$ cat config.mk
export PLATFORM = sky130hd
export DESIGN_NAME = decoder_req_sequencer
export DESIGN_NICKNAME = d
export VERILOG_FILES = /design/src/rtl/decoder_req_sequencer.sv
export SDC_FILE = /design/constraint.sdc
export NUM_CORES = 1
export LEC_CHECK = 0
export BUFFER_PORTS_ARGS = -buffer_cell sky130_fd_sc_hd__buf_4
export CAP_MARGIN = 20
export CORE_MARGIN = 5
export CORE_UTILIZATION = 50
export DETAILED_ROUTE_END_ITERATION = 10
export PLACE_DENSITY = 0.89
export SYNTH_ARGS = -nofsm -noshare
export SYNTH_HDL_FRONTEND = slang
export SYNTH_SLANG_ARGS = --single-unit
export TNS_END_PERCENT = 50
$ cat constraint.sdc
create_clock -name clock -period 5.2 [get_ports clock]
set_input_delay 1.04 -clock clock [delete_from_list [all_inputs] [get_ports clock]]
set_output_delay 1.04 -clock clock [all_outputs]
set_load 0.05 [all_outputs]
$ cat src/rtl/decoder_req_sequencer.sv
// rtl/decoder_req_sequencer.sv - round-robin sequencer sharing one decoder core between two requesters
module decoder_req_sequencer #(
  parameter int IN_W   = 7,
  parameter int OUT_W  = 8,
  parameter int SETTLE = 2
) (
  input  logic             clock,
  input  logic             reset,
  input  logic             a_valid,
  input  logic [IN_W-1:0]  a_code,
  output logic             a_ready,
  input  logic             b_valid,
  input  logic [IN_W-1:0]  b_code,
  output logic             b_ready,
  output logic [IN_W-1:0]  dec_in,
  input  logic [OUT_W-1:0] dec_out,
  output logic             resp_valid,
  output logic [OUT_W-1:0] resp_data,
  output logic             resp_id,
  input  logic             resp_ready,
  output logic             busy,
  output logic [15:0]      txn_count
);

  if (SETTLE < 1 || SETTLE > 255) begin : g_bad_settle
    $error("decoder_req_sequencer: SETTLE must be in 1..255");
  end

  typedef enum logic [1:0] {IDLE, WAIT, RESP} state_t;

  localparam logic [7:0] CNT_INIT = 8'(SETTLE - 1);

  state_t     state;
  logic       last_grant;
  logic [7:0] settle_cnt;
  logic       grant_a;
  logic       grant_b;

  // On a tie the requester that did not win last time gets the decoder.
  assign grant_a = a_valid && (!b_valid || last_grant);
  assign grant_b = b_valid && (!a_valid || !last_grant);
  assign a_ready = (state == IDLE) && grant_a;
  assign b_ready = (state == IDLE) && grant_b;
  assign busy    = (state != IDLE);

  always_ff @(posedge clock or posedge reset) begin
    if (reset) begin
      state      <= IDLE;
      dec_in     <= '0;
      resp_valid <= 1'b0;
      resp_data  <= '0;
      resp_id    <= 1'b0;
      txn_count  <= '0;
      last_grant <= 1'b1;
      settle_cnt <= '0;
    end else begin
      case (state)
        IDLE: begin
          if (grant_a || grant_b) begin
            dec_in     <= grant_b ? b_code : a_code;
            resp_id    <= grant_b;
            last_grant <= grant_b;
            settle_cnt <= CNT_INIT;
            state      <= WAIT;
          end
        end
        WAIT: begin
          // dec_out is only looked at here, once the code has had SETTLE edges to propagate.
          if (settle_cnt == 8'd0) begin
            resp_data  <= dec_out;
            resp_valid <= 1'b1;
            state      <= RESP;
          end else begin
            settle_cnt <= settle_cnt - 8'd1;
          end
        end
        RESP: begin
          if (resp_ready) begin
            resp_valid <= 1'b0;
            txn_count  <= txn_count + 16'd1;
            state      <= IDLE;
          end
        end
        default: state <= IDLE;
      endcase
    end
  end

endmodule

-- After elaboration in Yosys (flattened, before gate mapping)
Cells that the tools add are included.
- flip-flop bits (word level): 44
- word-level logic and storage cells: 48
- bits of input ports: 27
- reduce and logical (&&, ||, !) cells: 21
- mux-type cells: 11
- $add $sub $neg: 2
- eq/ne operators: 6
- operator list (kind ; count):
    adder 16 x 1 -> 16 bit, second input constant ; 1
    two-way mux 8 bit ; 2
    case mux 8 bit (2 select lines) ; 1
    AND reduction 3 bit ; 3
    zero test 8 bit ; 1
    subtractor 8 x 1 -> 8 bit, second input constant ; 1
    two-way mux 7 bit ; 1
    two-way mux 2 bit ; 3
    != test 2 bit, second input constant ; 3
    case mux 2 bit (3 select lines) ; 1
    AND reduction 2 bit ; 3
    nonzero test 2 bit ; 3
    logical AND 1 bit ; 4
    zero test 1 bit ; 3
    logical OR 1 bit ; 3
    equality test 2 x 1 -> 1 bit, second input constant ; 1
    equality test 2 bit, second input constant ; 1
    zero test 2 bit ; 1
    two-way mux 1 bit ; 2
    != test 2 x 1 -> 1 bit, second input constant ; 1
    case mux 1 bit (2 select lines) ; 1

-- Longest topological paths before layout
Gate-level depths: netlist (run 1).
- depth in word-level cells: 6
- mapped depth: 7

-- Worst setup path before layout (run 1)
No wires, ideal clock.
- path type: input to output
- start: input b_valid
- end: output b_ready
- cell stages on the path: 3
- buffers on the path: 1
- arrival: 2049 ps
- setup slack: 2111 ps
- data required time: 4160 ps
- cell sequence: a21boi_0 -> buf_1 -> and2_1
- word-level cells in the longest chain between the ends: 2
- ends and longest elaborated chain (element ; line ; source):
    start: declaration ; 12 ; input logic b_valid,
    logical AND 1 bit ; 41 ; assign grant_b = b_valid && (!a_valid || !last_grant);
    logical AND 1 bit ; 43 ; assign b_ready = (state == IDLE) && grant_b;
    end: declaration ; 14 ; output logic b_ready,
Every way passes these cells.

-- Worst setup path after layout (run 1)
- start: input a_valid
- end: output b_ready
- word-level cells in the longest chain between the ends: 4
- ends and longest elaborated chain (element ; line ; source):
    start: declaration ; 9 ; input logic a_valid,
    zero test 1 bit ; 41 ;
    logical OR 1 bit ; 41 ;
    logical AND 1 bit ; 41 ;
    logical AND 1 bit ; 43 ;
Every way passes these cells.

==> flow_summary_export.csv, run 1 <==
group,metric,value,unit
setup_path,critPathTopFamily,"buffers and inverters",
global_route,grt_pass1_vias,1572,
setup_path,crit_slowest_cell,"a21boi_0",
route,wl_met3,377,um
route,wl,4370,um
power,leakage,1.32,nW
cts,post-cts-setup-buffers,0,
sta,finalCriticalPeriod,2.80,ns
route,route.detailed.drc,0,
cts,htree_levels,2,
global_route,grt-ovfl-total,0,
sta,setup_viol,0,
synth,synth-edff-count,0,
cts,clk_path_buf_depth,2,
synth,yosys_warnings,0,
synth,ys_dominant_reg_cell,"dfrtp_1",
synth,syn_area,2050,sq um
sta,timing.fmax,357,MHz
cts,cts-root-buf,"clkbuf_8",
setup_path,worstSetupPathType,"input port to output pin",
synth,netlist_instances,186,
route,drtIter0Drc,70,
finish,layout.cells.non_filler,303,
route,via_count,1601,
route,wl_per_cell,14.4,um
synth,synth_fp_nets,216,
sta,skew,0.0154,ns
floorplan,initial_core_util,0.513,
route,first_pass_iters,4,
cts,clock_latency,0.31,ns
global_route,antenna_found_initial,0,
route,viasPerCell,5.28,
route,topRoutingLayerUsed,"met4",
setup_path,max_stage_delay,0.21,ns
sta,fin_crit_sh,0.539,
sta,rsz0062_at_grt,"false",
floorplan,core_area,4000,sq um
placement,dpl.cell_count,295,
global_route,grt_max_degree,45,
sta,tightest_slew,0.635,ns
synth,synthArstFlopShare,1.00,
sta,relSlewSlack,0.573,
synth,ys_seq_elements,44,
cts,tritoncts,"built",
worst_hold_path,hold_class,"register to register",
worst_hold_path,hold_depth,1,
placement,gp_congestion,0.798,
finish,fin_nets,282,
sta,maxSlewViolCount,0,
finish,design_area,2670,sq um
setup_path,ff2ff_path_depth,6,
floorplan,dieWidth,74.0,um
synth,netlist-cell-type-count,41,
setup_path,cp_max_fo,5,
sta,finalHoldViolations,0,
route,wl_met2,2080,um
setup_path,cp.buffers_inverters,2,
cts,hold_buffers,0,
floorplan,io_pins,63,
setup_path,path_depth,4,
finish,num_antenna_cells,0,
placement,placed_cell_area,2570,sq um
power,peakVddDrop,0.000302,V
setup_path,path_cells,"buf_4, a21boi_0, and2_1, buf_4",
placement,dp_hpwl,3280,um
setup_path,critPathRequiredTime,4.16,ns
cts,clk_pin_slew,0.09,ns
route,wl_met1,1840,um
cts,cts_made_buffers,5,
floorplan,die_h,74.0,um
cts,cts_resized,0,
setup_path,arrival,1.76,ns
sta,fin_setup_tns,0,ns
setup_path,cp-start-kind,"input port",
setup_path,cp-end-kind,"output pin",
floorplan,rows,23,
global_route,grt_util_all_layers,0.175,
floorplan,die_area,5480,sq um
route,antenna_left,0,
setup_path,critPathMostFrequentCell,"buf_4",
flow_run,max-cap-violations,0,
synth,synth_seq_area_share,0.538,
finish,fin_util,0.667,
cts,clock_sinks,44,
finish,area_growth_syn_to_layout,30.1,%
status,outcome,"complete, no violations",
synth,avgSynthCellArea,11.0,sq um
finish,drive_above_1_share,0.340,
global_route,grt_pass1_wl,7290,um
power,p_per_area,574,nW/um^2
placement,portBuffers,62,
==> per-stage QoR <==
step                total power [mW]  setup WS, ns  hold WS, ns
floorplan                       1.10          2.11        0.482
global placement                1.29          2.44        0.462
detailed placement              1.31          2.39        0.489
CTS                             1.55          2.39        0.506
global route                    1.63          2.33        0.530
finish                          1.53          2.40        0.502
==> power breakdown <==
part	switching, mW	internal (mW)
registers	0.0889	0.455
logic	0.480	0.279
clock network	0.121	0.108
total	0.690	0.841
==> final timing paths <==
path / from / endpoint / slack, ns
min reg2reg: txn_count[15] / txn_count[15] / 0.50
max in group asynchronous: reset / last_grant / 3.96
min in group asynchronous: reset / txn_count[14] / 0.85
max: a_valid / b_ready / 2.40
max reg2reg: settle_cnt[1] / settle_cnt[4] / 3.27
min: txn_count[15] / txn_count[15] / 0.50
==> area by class of cell <==
type / count / area [sq um]
clock buffers: 6 / 82.6
clock inverters: 2 / 15.0
fillers: 323 / 1330
inverters: 11 / 41.3
multi-input cells: 126 / 883
flip-flops and latches: 44 / 1100
well taps: 50 / 62.6
repair buffers: 64 / 480
==> sequential cells by signal, summed over array words and instances, names as in the netlist <==
| register | count |
|---|---|
| resp_id | 1 |
| resp_data | 8 |
| last_grant | 1 |
| state | 2 |
| txn_count | 16 |
| settle_cnt | 8 |
| dec_in | 7 |
| resp_valid | 1 |
==> kinds of logic after synthesis <==
logic type               share of synthesized area
AO/OA/AOI/OAI                               0.0879
XOR/XNOR                                    0.0641
adder cells (fa/ha/maj)                     0.0183
buffers and inverters                       0.0317
flip-flops                                   0.538
multiplexers                                0.0927
AND/OR/NAND/NOR                              0.168
==> worst reg2reg max path: cells and delay by family (launching register included) <==
| kind | cells | cell delay, ns |
|---|---|---|
| adders and majority gates | 1 | 0.18 |
| buffers and inverters | 1 | 0.08 |
| AOI/OAI and AO/OA | 2 | 0.58 |
| DFF | 1 | 0.39 |
| and+or+nand+nor | 2 | 0.63 |
==> synthesized netlist by cell type (2+ instances only) <==
cell / number / area [sq um]
dfrtp_1: 43 / 1080
a21oi_1: 16 / 80.1
nand2_1: 14 / 52.6
nor2_1: 13 / 48.8
inv_1: 11 / 41.3
xnor2_1: 11 / 96.3
mux2_4: 8 / 120
mux2i_1: 7 / 70.1
o21ai_0: 6 / 30.0
or3_1: 6 / 37.5
nand3_1: 5 / 25.0
nand4_1: 4 / 25.0
nor4_1: 4 / 25.0
xor2_1: 4 / 35.0
ha_1: 3 / 37.5
nor3_1: 3 / 15.0
a211o_1: 2 / 17.5
and4_1: 2 / 17.5
buf_1: 2 / 7.51
==> placed cells by master (no fill, tap or decap), types with 3 or more instances in the layout <==
master    netlist  layout
a21oi_1        16      16
buf_4           1      64
clkbuf_8        0       6
dfrtp_1        43      43
ha_1            3       3
inv_1          11      10
mux2_4          8       8
mux2i_1         7       7
nand2_1        14      14
nand3_1         5       5
nand4_1         4       4
nor2_1         13      13
nor3_1          3       3
nor4_1          4       4
o21ai_0         6       6
or3_1           6       6
xnor2_1        11      11
xor2_1          4       4
==> per-layer routing <==
layer | vias to the layer above | track usage
met3 | 7 | 0.0676
met2 | 51 | 0.281
met5 | - | 0
met1 | 767 | 0.215
li1 | 776 | -
met4 | 0 | 0.0604
Power figures use the tool's default switching activity.
==> inputs of run 2 (changes only) <==
--- a/config.mk
+++ b/config.mk
@@ -8,9 +8,9 @@
 export BUFFER_PORTS_ARGS = -buffer_cell sky130_fd_sc_hd__buf_4
 export CAP_MARGIN = 20
 export CORE_MARGIN = 5
-export CORE_UTILIZATION = 50
+export CORE_UTILIZATION = 46
 export DETAILED_ROUTE_END_ITERATION = 10
-export PLACE_DENSITY = 0.89
+export PLACE_DENSITY = 0.87
 export SYNTH_ARGS = -nofsm -noshare
 export SYNTH_HDL_FRONTEND = slang
 export SYNTH_SLANG_ARGS = --single-unit
==> constraint.sdc (replaced) <==
create_clock -name clock -period 2.52 [get_ports clock]
set_input_delay 0.504 -clock clock [delete_from_list [all_inputs] [get_ports clock]]
set_output_delay 0.504 -clock clock [all_outputs]
set_load 0.05 [all_outputs]
==> run 2 against run 1 <==
Compared with the run above:
- sequential share of layout area fell by 0.31 points
- sequential power is 110% higher
- power grew 110%
- die area rose by 7.5%
- first-iteration DRC count decreased by 17%
- sequential cell count did not move
- worst hold slack got worse by 0.39 ns
- clock skew shrank 0.013 ns
- critical endpoint is now a_ready
==> flow_summary_export.csv, run 2 (synthesized netlist as in run 1, its figures left out) <==
group,metric,value,unit
status,outcome,"complete, no violations",
sta,hold_ws,0.114,ns
floorplan,die_area,5890,sq um
route,drtIter0Drc,58,
route,viasPerCell,5.18,
sta,skew,0.00275,ns
setup_path,critPathRequiredTime,2.02,ns
cts,hold_buffers,0,
cts,cts_made_buffers,5,
placement,dp_hpwl,3240,um
setup_path,worstSetupPathType,"register to output pin",
floorplan,dieWidth,76.8,um
route,via_count,1584,
sta,fin_setup_tns,0,ns
finish,regMostFlops,"txn_count",
route,wl_per_cell,14.2,um
sta,finalHoldViolations,0,
floorplan,initial_core_util,0.471,
finish,drive_above_1_share,0.343,
sta,fin_crit_sh,0.839,
floorplan,core_area,4350,sq um
setup_path,cp_max_fo,9,
finish,fin_nets,283,
finish,area_growth_syn_to_layout,31.1,%
global_route,antenna_found_initial,0,
cts,post-cts-setup-buffers,0,
finish,num_antenna_cells,0,
sta,finalCriticalPeriod,2.11,ns
setup_path,timing.rr.end,"settle_cnt[4]",
setup_path,cp-start-kind,"register",
setup_path,arrival,1.61,ns
route,antenna_left,0,
placement,placed_cell_area,2580,sq um
cts,tritoncts,"built",
sta,setup_viol,0,
setup_path,path_cells,"nor2_1, nand2_1, a21oi_1, buf_4",
cts,cts-root-buf,"clkbuf_8",
sta,maxSlewViolCount,0,
finish,layout_common_cells,"buf_4 (65), dfrtp_1 (43), a21oi_1 (16)",
placement,gp_congestion,0.764,
power,power,3.21,mW
placement,portBuffers,62,
route,route.detailed.drc,0,
cts,clock_latency,0.29,ns
sta,relSlewSlack,0.579,
setup_path,max_stage_delay,0.48,ns
finish,design_area,2690,sq um
power,p_per_area,1200,nW/um^2
cts,htree_levels,2,
cts,cts_resized,0,
route,first_pass_iters,6,
sta,rsz0062_at_grt,"false",
setup_path,ff2ff_path_depth,6,
finish,layout_commonest_cell,"buf_4",
power,peakVddDrop,0.000725,V
flow_run,max-cap-violations,0,
finish,largest_reg_flops,16,
route,wl,4340,um
sta,tightest_slew,0.631,ns
power,leakage,1.34,nW
worst_hold_path,hold_class,"input port to async pin",
global_route,grt-ovfl-total,0,
setup_path,crit_slowest_cell,"dfrtp_1",
global_route,grt_pass1_vias,1585,
cts,clock_sinks,44,
floorplan,io_pins,63,
finish,largestRegisters,"txn_count (16), resp_data (8), settle_cnt (8)",
cts,clk_pin_slew,0.08,ns
cts,clk_path_buf_depth,2,
global_route,grt_max_degree,21,
floorplan,rows,24,
setup_path,r2r_slack,0.58,ns
floorplan,die_h,76.8,um
global_route,grt_pass1_wl,7360,um
global_route,grt_util_all_layers,0.150,
sta,timing.fmax,473,MHz
setup_path,cp-end-kind,"output pin",
setup_path,rr_startpoint,"settle_cnt[1]",
## run 2: worst max path at each step
| stage | from | endpoint | slack (ns) | depth (start not counted) |
|---|---|---|---|---|
| 2_1_floorplan | state[1] | a_ready | 0.43 | 4 |
| 3_3_place_gp | settle_cnt[0] | settle_cnt[4] | 0.68 | 6 |
| 3_5_place_dp | settle_cnt[1] | settle_cnt[4] | 0.60 | 6 |
| 4_1_cts | state[1] | a_ready | 0.38 | 4 |
| 5_1_grt | state[1] | a_ready | 0.26 | 4 |
| 6_report | state[1] | a_ready | 0.41 | 4 |
## run 2: final cells by class
cell class	count	area, sq um
Clock buffer	6	72.6
Clock inverter	2	35.0
Fill cell	381	1670
Inverter	11	41.3
Multi-Input combinational cell	126	883
Sequential cell	44	1100
Tap cell	52	65.1
Timing Repair Buffer	65	488
## run 2: layer usage
| metal | wire [um] | GRT usage |
|---|---|---|
| met3 | 358 | 0.0585 |
| met1 | 1960 | 0.189 |
| met2 | 1970 | 0.237 |
| met5 | 0 | 0 |
| met4 | 50 | 0.0472 |
## run 2: power breakdown
part           total, mW  leakage [nW]  switching (mW)  internal (mW)
logic               1.56         0.735           0.984          0.576
registers           1.13         0.548           0.190          0.939
clock network      0.524        0.0552           0.230          0.294
## run 2: critical path: cells and delay by family (launching register included)
family | cells | cell delay, ns
AOI/OAI and AO/OA | 1 | 0.19
DFF | 1 | 0.48
buffers and inverters | 1 | 0.23
and+or+nand+nor | 2 | 0.42
## run 2: per-stage QoR
stage                     setup slack (ns)   util  std cells
final                                0.406  0.617        306
after global routing                 0.256  0.617        306
after CTS                            0.381  0.617        306
after detailed placement             0.599  0.593        298
after global placement               0.677  0.593        298
after floorplan                      0.427      -        186
==> inputs of run 3 (changes only) <==
==> constraint.sdc (replaced) <==
create_clock -name clock -period 1.9 [get_ports clock]
set_input_delay 0.38 -clock clock [delete_from_list [all_inputs] [get_ports clock]]
set_output_delay 0.38 -clock clock [all_outputs]
set_load 0.05 [all_outputs]
==> run 3 against run 2 <==
Compared with the run above:
- sequential power increased by 32%
- worst hold slack got worse by 0.0096 ns
- combinational power is 48% higher
- power increased by 37%
- first-iteration DRC count increased by 59%
- non-clock buffer count grew 9
- sequential share of layout area down 1.7 points
- final cell count increased by 2.9%
- core utilization is 2.8 points higher
- clock power increased by 15%
- final area is 4.5% higher
- sequential cell count is the same
- critical path type is now register to register
- largest cell class unchanged
- largest power group unchanged
- highest routed layer unchanged
==> flow_summary_export.csv, run 3 (synthesized netlist as in run 1, its figures left out) <==
group,metric,value,unit
finish,seqCellArea,1100,sq um
floorplan,rows,24,
floorplan,die_h,76.8,um
floorplan,core_area,4350,sq um
sta,fin_crit_sh,0.974,
setup_path,cp-start-kind,"register",
finish,n_fill_cell,341,
sta,finalHoldViolations,0,
global_route,antenna_found_initial,0,
power,intPower,2.46,mW
power,leakage,1.38,nW
route,antenna_left,0,
power,p_per_area,1570,nW/um^2
finish,num_antenna_cells,0,
cts,hold_buffers,0,
cts,clock_latency,0.29,ns
floorplan,io_pins,63,
finish,largestRegisters,"txn_count (16), resp_data (8), settle_cnt (8)",
power,peakVddDrop,0.000742,V
route,wl,4500,um
global_route,grt-ovfl-total,0,
finish,area_growth_syn_to_layout,37.0,%
sta,rsz0062_at_grt,"true",
cts,clock_sinks,44,
floorplan,dieWidth,76.8,um
sta,timing.fmax,541,MHz
sta,finalCriticalPeriod,1.85,ns
cts,htree_levels,2,
placement,portBuffers,62,
sta,setup_ws,0.0503,ns
finish,largest_reg_flops,16,
finish,layout_common_cells,"buf_4 (72), dfrtp_1 (42), nand2_1 (14)",
cts,clk_path_buf_depth,2,
setup_path,worstSetupPathType,"register to register",
sta,maxSlewViolCount,0,
route,first_pass_iters,4,
worst_hold_path,hold_class,"input port to async pin",
power,clock_power_share,0.137,
power,switching_share,0.440,
status,outcome,"complete, no violations",
setup_path,cp_max_fo,6,
global_route,grt_max_degree,24,
floorplan,initial_core_util,0.471,
finish,multi_input_area,925,sq um
finish,fin_nets,292,
power,p_seq_frac,0.339,
sta,relSlewSlack,0.683,
route,viasPerCell,5.18,
route,route.detailed.drc,0,
cts,clk_pin_slew,0.08,ns
flow_run,max-cap-violations,0,
floorplan,die_area,5890,sq um
placement,place_ws,-0.0146,ns
cts,cts-root-buf,"clkbuf_8",
sta,skew,0.00456,ns
placement,gp_congestion,0.851,
cts,cts_made_buffers,5,
finish,layout_commonest_cell,"buf_4",
finish,fin_util,0.645,
finish,drive_above_1_share,0.407,
placement,dp_hpwl,3350,um
power,p_sw,1.94,mW
sta,fin_setup_tns,0,ns
setup_path,critPathRequiredTime,2.12,ns
global_route,grt_pass1_vias,1637,
power,combPwrFrac,0.524,
global_route,grt_util_all_layers,0.159,
cts,tritoncts,"built",
setup_path,arrival,2.07,ns
finish,regMostFlops,"txn_count",
sta,tightest_slew,0.471,ns
route,wl_per_cell,14.3,um
sta,setup_viol,0,
setup_path,cp-end-kind,"register",
global_route,grt_pass1_wl,7630,um
route,drtIter0Drc,92,
route,via_count,1633,
## run 3: cell types whose count changed in the layout (fill, tap and decap cells not counted), sizes merged
cell	previous run	this run
bufinv	1	0
clkinvlp	0	1
clkinv	1	0
buf	65	74
clkbuf	6	7
## run 3: worst paths after layout
path	from	end	slack, ns	cells past startpoint
worst max-delay path	settle_cnt[1]	settle_cnt[7]	0.05	7
worst min-delay path	reset	settle_cnt[1]	0.10	2
worst max register to register	settle_cnt[1]	settle_cnt[7]	0.05	7
worst min register to register	txn_count[15]	txn_count[15]	0.48	1
max in group asynchronous	reset	txn_count[3]	1.25	3
min in group clock	a_valid	last_grant	0.27	2
## run 3: worst max-delay path: stages (launching register included)
cell and delay, ns:
dfrtp_1 0.41, inv_2 0.08, ha_4 0.16, nor4bb_1 0.13
a211o_2 0.40, buf_12 0.14, or3_4 0.35, a21oi_2 0.11
## run 3: through the flow
stage	std cells	power (mW)	instance area, sq um	hold slack [ns]
final	315	4.40	2810	0.104
after global routing	315	4.70	2810	0.130
after CTS	312	4.28	2740	0.114
after detailed placement	304	3.66	2640	0.434
after global placement	304	3.60	2640	0.433
after floorplan	186	3.02	2050	0.450
## run 3: layout make-up
class                   instances  share of cell area
multi-input cells             126               0.329
flip-flops and latches         44               0.393
inverters                      11              0.0147
repair buffers                 74               0.207
clock inverters                 1             0.00267
well taps                      52              0.0232
clock buffers                   7              0.0307
## run 3: repair_timing
item                       in CTS  in global routing
gates resized for setup         2                 10
buffers inserted                0                  3
pin swaps                       1                  4
setup endpoints to repair       2                  3
## run 3: power by group through the flow
stage / Clock (mW) / Combinational (mW) / Sequential, mW
global placement: 0 / 2.11 / 1.49
global route: 0.674 / 2.49 / 1.54
detailed placement: 0 / 2.16 / 1.50
finish: 0.602 / 2.31 / 1.49
CTS: 0.626 / 2.18 / 1.48
floorplan: 0 / 0.897 / 2.12
## run 3: per-layer routing
metal / track usage / wire length, um
met4: 0.0420 / 45
met2: 0.267 / 2320
met3: 0.0515 / 240
met5: 0 / 0
met1: 0.195 / 1900
